File: config.mk
export PLATFORM = sky130hd
export DESIGN_NAME = fixedpoint_div_s
export DESIGN_NICKNAME = d
export VERILOG_FILES = /design/src/rtl/fixedpoint_pkg.sv /design/src/rtl/fixedpoint_abs.sv /design/src/rtl/fixedpoint_div_s.sv
export SDC_FILE = /design/constraint.sdc
export NUM_CORES = 1
export LEC_CHECK = 0
export CORE_ASPECT_RATIO = 2
export CORE_MARGIN = 1
export CORE_UTILIZATION = 45
export DETAILED_ROUTE_END_ITERATION = 10
export GPL_TIMING_DRIVEN = 0
export HOLD_SLACK_MARGIN = 0.03
export PLACE_DENSITY_LB_ADDON = 0.25
export SKIP_LAST_GASP = 1
export SLEW_MARGIN = 10
export SYNTH_ARGS = -nofsm -noshare
export SYNTH_HDL_FRONTEND = slang
export SYNTH_SLANG_ARGS = --single-unit
File: constraint.sdc
create_clock -name clk -period 9.8 [get_ports clk]
set_input_delay 0.98 -clock clk [delete_from_list [all_inputs] [get_ports clk]]
set_output_delay 0.98 -clock clk [all_outputs]
set_load 0.1 [all_outputs]
File: src/rtl/fixedpoint_pkg.sv
// Purpose: shared fixed-point number format used by the ray-math multiplier
//          and divider (two's complement, sign in bit WIDTH-1).
// Contents: WIDTH, FRAC_BITS, number typedef, MAX_POS / MAX_NEG saturation values.
package fixedpoint;

  localparam int unsigned FRAC_BITS = 32;
  localparam int unsigned WIDTH     = 65;

  typedef logic [WIDTH-1:0] number;

  localparam number MAX_POS = {1'b0, {(WIDTH-1){1'b1}}};
  localparam number MAX_NEG = {1'b1, {(WIDTH-1){1'b0}}};

endpackage : fixedpoint

File: src/rtl/fixedpoint_abs.sv
// Purpose: combinational conditional two's-complement negation. With neg_i tied
//          to a_i's sign bit it yields the unsigned magnitude (|-2^(W-1)| = 2^(W-1)
//          still fits as an unsigned W-bit value).
// Ports:   a_i   W-bit operand
//          neg_i negate when 1
//          y_o   W-bit result
module fixedpoint_abs #(
  parameter int unsigned W = fixedpoint::WIDTH
) (
  input  logic [W-1:0] a_i,
  input  logic         neg_i,
  output logic [W-1:0] y_o
);

  assign y_o = neg_i ? (~a_i + W'(1)) : a_i;

endmodule : fixedpoint_abs

File: src/rtl/fixedpoint_div_s.sv
// Purpose: signed fixed-point divider, quot = num1 / num2, iterative radix-2
//          restoring algorithm, one operation in flight, valid/ready on both sides.
// Ports:   clk, rst_n           clock, async active-low reset
//          in_valid / in_ready  operand handshake (in_ready high only when idle)
//          num1, num2           dividend, divisor (fixedpoint::number)
//          quot                 quotient, truncated toward zero, saturated on error
//          div_by_zero          num2 was zero
//          overflow             true quotient out of range
//          out_valid / out_ready result handshake; result held until taken
module fixedpoint_div_s #(
  parameter int unsigned FRAC = fixedpoint::FRAC_BITS,
  parameter int unsigned W    = fixedpoint::WIDTH
) (
  input  logic         clk,
  input  logic         rst_n,
  input  logic         in_valid,
  output logic         in_ready,
  input  logic [W-1:0] num1,
  input  logic [W-1:0] num2,
  output logic [W-1:0] quot,
  output logic         div_by_zero,
  output logic         overflow,
  output logic         out_valid,
  input  logic         out_ready
);

  localparam int unsigned N     = W - 1 + FRAC;
  localparam int unsigned CNT_W = $clog2(N);

  localparam logic [W-1:0] SAT_POS = {1'b0, {(W-1){1'b1}}};
  localparam logic [W-1:0] SAT_NEG = {1'b1, {(W-1){1'b0}}};

  typedef enum logic [2:0] {S_IDLE, S_PREP, S_DIV, S_FIX, S_DONE} state_e;

  state_e           state_q, state_d;
  logic [W-1:0]     n1_q, n1_d, n2_q, n2_d;
  logic [W-1:0]     mag2_q, mag2_d, rem_q, rem_d, quot_q, quot_d;
  logic [N-1:0]     dvd_q, dvd_d, quo_q, quo_d;
  logic [CNT_W-1:0] cnt_q, cnt_d;
  logic             sign_q, sign_d, dbz_q, dbz_d, ovf_q, ovf_d;

  logic [W-1:0]     mag1, mag2, neg_res, trial;
  logic [W:0]       shifted;
  logic             ge, q_pos_ovf, q_neg_ovf;

  // Operand magnitudes from the latched operands, and signed result from magnitude
  fixedpoint_abs #(.W(W)) u_abs1 (.a_i(n1_q), .neg_i(n1_q[W-1]), .y_o(mag1));
  fixedpoint_abs #(.W(W)) u_abs2 (.a_i(n2_q), .neg_i(n2_q[W-1]), .y_o(mag2));
  fixedpoint_abs #(.W(W)) u_neg  (.a_i(quo_q[W-1:0]), .neg_i(sign_q), .y_o(neg_res));

  // One restoring step: bring down the next dividend bit and trial-subtract
  assign shifted = {rem_q, dvd_q[N-1]};
  assign ge      = shifted >= {1'b0, mag2_q};
  assign trial   = shifted[W-1:0] - mag2_q;

  // Magnitude range checks: > 2^(W-1)-1 for positive, > 2^(W-1) for negative
  assign q_pos_ovf = |quo_q[N-1:W-1];
  assign q_neg_ovf = (|quo_q[N-1:W]) || (quo_q[W-1] && (|quo_q[W-2:0]));

  assign in_ready    = (state_q == S_IDLE);
  assign out_valid   = (state_q == S_DONE);
  assign quot        = quot_q;
  assign div_by_zero = dbz_q;
  assign overflow    = ovf_q;

  // Next-state and datapath
  always_comb begin
    state_d = state_q;
    n1_d    = n1_q;
    n2_d    = n2_q;
    mag2_d  = mag2_q;
    rem_d   = rem_q;
    dvd_d   = dvd_q;
    quo_d   = quo_q;
    cnt_d   = cnt_q;
    sign_d  = sign_q;
    dbz_d   = dbz_q;
    ovf_d   = ovf_q;
    quot_d  = quot_q;
    case (state_q)
      S_IDLE: begin
        if (in_valid) begin
          n1_d    = num1;
          n2_d    = num2;
          sign_d  = (num1[W-1] ^ num2[W-1]) & (|num1);
          state_d = S_PREP;
        end
      end
      S_PREP: begin
        mag2_d = mag2;
        if (n2_q == '0) begin
          dbz_d   = 1'b1;
          state_d = S_FIX;
        end else begin
          dbz_d   = 1'b0;
          // |num1|<<FRAC has N+1 bits; its top bit seeds the remainder so
          // N steps cover the rest (a lost leading quotient bit implies overflow)
          rem_d   = W'(mag1[W-1]);
          dvd_d   = {mag1[W-2:0], {FRAC{1'b0}}};
          quo_d   = '0;
          cnt_d   = '0;
          state_d = S_DIV;
        end
      end
      S_DIV: begin
        rem_d = ge ? trial : shifted[W-1:0];
        dvd_d = {dvd_q[N-2:0], 1'b0};
        quo_d = {quo_q[N-2:0], ge};
        cnt_d = cnt_q + CNT_W'(1);
        if (cnt_q == CNT_W'(N - 1)) state_d = S_FIX;
      end
      S_FIX: begin
        state_d = S_DONE;
        ovf_d   = 1'b0;
        if (dbz_q) begin
          quot_d = n1_q[W-1] ? SAT_NEG : SAT_POS;
        end else if (!sign_q && q_pos_ovf) begin
          quot_d = SAT_POS;
          ovf_d  = 1'b1;
        end else if (sign_q && q_neg_ovf) begin
          quot_d = SAT_NEG;
          ovf_d  = 1'b1;
        end else begin
          quot_d = neg_res;
        end
      end
      S_DONE: begin
        if (out_ready) state_d = S_IDLE;
      end
      default: state_d = S_IDLE;
    endcase
  end

  // State and datapath registers
  always_ff @(posedge clk or negedge rst_n) begin
    if (!rst_n) begin
      state_q <= S_IDLE;
      n1_q    <= '0;
      n2_q    <= '0;
      mag2_q  <= '0;
      rem_q   <= '0;
      dvd_q   <= '0;
      quo_q   <= '0;
      cnt_q   <= '0;
      sign_q  <= 1'b0;
      dbz_q   <= 1'b0;
      ovf_q   <= 1'b0;
      quot_q  <= '0;
    end else begin
      state_q <= state_d;
      n1_q    <= n1_d;
      n2_q    <= n2_d;
      mag2_q  <= mag2_d;
      rem_q   <= rem_d;
      dvd_q   <= dvd_d;
      quo_q   <= quo_d;
      cnt_q   <= cnt_d;
      sign_q  <= sign_d;
      dbz_q   <= dbz_d;
      ovf_q   <= ovf_d;
      quot_q  <= quot_d;
    end
  end

endmodule : fixedpoint_div_s

==> results by group <==
Yosys
  – Top-area cell type share of the netlist area: 44.20%
  – Yosys warnings: 0
  – EDFF count, synth: 0
  – Largest cells by area after synthesis: dfrtp_1 44%, mux2_2 5.0%, xor2_1 4.9%
  – Syn Nets: 3237
  – Unique cell type count in the Yosys netlist: 79
  – Avg Cell Area, Syn: 9.300 µm²
  – Synth area leader: dfrtp_1
  – Register area share after synthesis: 44.20%
  – Flops & latches, synth: 498
  – Mapped Cells: 3032
  – Async S/R FF share, synth: 100.0%
  – Main synth FF type: dfrtp_1
  – Synthesized area: 28200 µm²

Global route
  – Vias in the first global route: 25920
  – GRT Total Usage: 30.50%
  – First-pass GRT wire length: 146400 µm
  – Initial antenna violation count: 1
  – Largest net degree at the start of global routing: 111
  – Global route overflow: 0

Route
  – Post-DRT Antenna Nets: 0
  – Via density: 5.962
  – # DRC: 0
  – Final WL: 95110 µm
  – Drt wl/cell: 23.12 µm
  – Pre-antenna DRT Iters: 6
  – DR iter-0 viols: 1655
  – Routed via count: 24530

Power
  – Worst VDD drop: 0.0001532 V
  – P_leak: 15.84 nW
  – Net Sw Power: 0.9094 mW
  – Switching fraction of total power: 22.19%
  – Sequential share of power: 50.1%
  – Power per cell area: 124.4 nW/µm²
  – Part of the power in combinational logic: 2.7%
  – Clock power frac: 47.2%
  – Internal cell power: 3.190 mW
  – Tot Pwr: 4.099 mW

STA
  – Tmin final: 6.461 ns
  – Headroom to the max-slew limit: 12.60%
  – Fmax: 0.1548 GHz
  – Unrepaired setup endpoints after global routing: no
  – Final setup fails: 0
  – Post-Route Skew: 0.02208 ns
  – Slew Viols, Final: 0
  – Final period util: 65.92%
  – Fin. Hold Viols: 0
  – Worst-Margin Slew: 1.278 ns
  – Setup TNS: 0 ns

Floorplanning
  – Total core area: 61820 µm²
  – Die Area: 63720 µm²
  – Die height: 356.0 µm
  – FP Rows: 129
  – Initial core utilization: 45.61%
  – Die Wd: 179 µm
  – IO Count: 203

CTS
  – Clock transition at path regs: 0.07 ns
  – TritonCTS clock tree: yes
  – Setup Fix Bufs, Post-CTS: 0
  – Bufs on Longest Clock Path: 3
  – TritonCTS Buffers: 49
  – H-tree depth: 2
  – Clk root buf: clkbuf_16
  – Hold buffers post-CTS: 0
  – Clk sink count: 498
  – Clock Latency Late Sink: 0.60 ns
  – Post-CTS sizing: 0

Critical path
  – Critical path, cell by cell: ha_1 > clkbuf_1 > nand4_1 > nor3_1 > nand4_1 > o211ai_1 > a21boi_1 > o31a_1 > o41ai_2 > clkbuf_1 > nor2_1 > a22oi_1 > o21ai_0
  – R2R setup slack: 3.34 ns
  – Critical path required time: 10.23 ns
  – Crit path max-delay family: compound AO/OA/AOI/OAI gates
  – Kind of critical path: reg -> reg
  – Arrival time at the worst endpoint: 6.89 ns
  – Critical path's slowest cell: o41ai_2
  – Crit path max fanout: 10
  – Crit path launch type: flip-flop
  – Crit end category: flip-flop
  – Slowest stage delay, CP: 0.84 ns
  – CP Buf/Inv Count: 2

Finish
  – Fillers: 5743
  – Share of cells above drive strength 1: 8.263%
  – Area growth syn-to-layout: 16.84%
  – # diodes: 0
  – Final net count: 3495

Job
  – Max-cap violation count: 0

Status
  – Status: finished clean

Place
  – GP Congestion: 1.021
  – Detailed Place HPWL: 75760 µm
  – Number of port buffers: 202

Hold path
  – Worst hold path class: in -> async
[path summary, 6_finish.rpt]
check | depth (start not counted) | start | endpoint
max | 13 | rem_q[14]$_DFFE_PN0P_ | rem_q[61]$_DFFE_PN0P_
min | 1 | rst_n | quo_q[26]$_DFFE_PN0P_
max reg2reg | 13 | rem_q[14]$_DFFE_PN0P_ | rem_q[61]$_DFFE_PN0P_
min reg2reg | 2 | mag2_q[17]$_DFFE_PN0P_ | mag2_q[17]$_DFFE_PN0P_
max in group asynchronous | 3 | rst_n | n1_q[21]$_DFFE_PN0P_
min in group clk | 2 | mag2_q[17]$_DFFE_PN0P_ | mag2_q[17]$_DFFE_PN0P_
[cell usage after synthesis, types with 54 or more instances]
cell and count:
dfrtp_1 498, nand2_1 344, o21ai_0 251, a21oi_1 233, nor2_1 197, clkbuf_1 165, xor2_1 159, mux2_2 126
inv_1 102, a22o_1 100, o21ai_1 72, ha_1 70, xnor2_1 54
[flip-flops by register name (all words and copies together), names as in the netlist]
signal,flops
quo_q,96
mag2_q,65
n1_q,65
n2_q,65
quot,65
rem_q,65
dvd_q,64
cnt_q,7
state_q,3
div_by_zero,1
overflow,1
sign_q,1
[power by group through the flow]
stage	clock (mW)	sequential [mW]	combinational (mW)
final	1.93	2.06	0.110
after global routing	2.04	2.05	0.121
after CTS	1.97	2.06	0.113
after detailed placement	0	2.09	0.112
after global placement	0	2.10	0.104
after floorplan	0	2.09	0.00208
[logic make-up (layout without fill, tap and decap cells)]
| kind of cell | Yosys count | in the layout | share of synthesized area (%) |
|---|---|---|---|
| XOR/XNOR | 213 | 213 | 6.616 |
| adder cells (fa/ha/maj) | 71 | 71 | 3.177 |
| flip-flops | 498 | 498 | 44.20 |
| AO/OA/AOI/OAI | 950 | 950 | 21.21 |
| AND/OR/NAND/NOR | 832 | 832 | 13.81 |
| buffers and inverters | 304 | 600 | 4.615 |
| multiplexers | 164 | 164 | 6.381 |
[cells in the final DEF (no fill, tap or decap), types with 40 or more instances in the layout]
cell type / Yosys / layout
dfrtp_1: 498 / 498
nand2_1: 344 / 344
o21ai_0: 251 / 251
a21oi_1: 233 / 233
clkdlybuf4s50_1: 0 / 201
nor2_1: 197 / 197
clkbuf_1: 165 / 176
xor2_1: 159 / 159
mux2_2: 126 / 126
inv_1: 102 / 102
a22o_1: 100 / 100
o21ai_1: 72 / 72
ha_1: 70 / 70
xnor2_1: 54 / 54
clkbuf_16: 0 / 49
a21o_1: 45 / 45
nor3_1: 42 / 42
o31ai_1: 42 / 42
nor4_1: 42 / 40
[per-stage QoR]
| step | setup WS [ns] | cell area (µm²) | hold slack, ns | instances | util [%] |
|---|---|---|---|---|---|
| 2_1_floorplan | 5.667 | 28200 | 0.4498 | 3032 | - |
| 3_3_place_gp | -13.74 | 31200 | 0.4658 | 4020 | 50.47 |
| 3_5_place_dp | 3.517 | 31340 | 0.4705 | 4025 | 50.69 |
| 4_1_cts | 3.450 | 32940 | 0.3645 | 4114 | 53.29 |
| 5_1_grt | 3.390 | 32940 | 0.4037 | 4114 | 53.29 |
| 6_report | 3.339 | 32940 | 0.3477 | 4114 | 53.29 |
[routing by layer]
metal	GRT usage (%)	wire length, µm
met3	3.671	3726
met1	28.02	30760
met5	0	0
met4	24.59	8746
met2	58.37	51880
[final cells by class]
type,count,area (µm²),share of cell area (%)
Timing Repair Buffer,207,2145,6.510
Buffer,202,918.4,2.788
Clock inverter,19,201.4,0.6115
Inverter,102,382.9,1.162
Tap cell,786,983.4,2.985
Multi-Input combinational cell,2230,14450,43.85
Sequential cell,498,12460,37.83
Clock buffer,70,1405,4.265
Power figures use the tool's default switching activity.
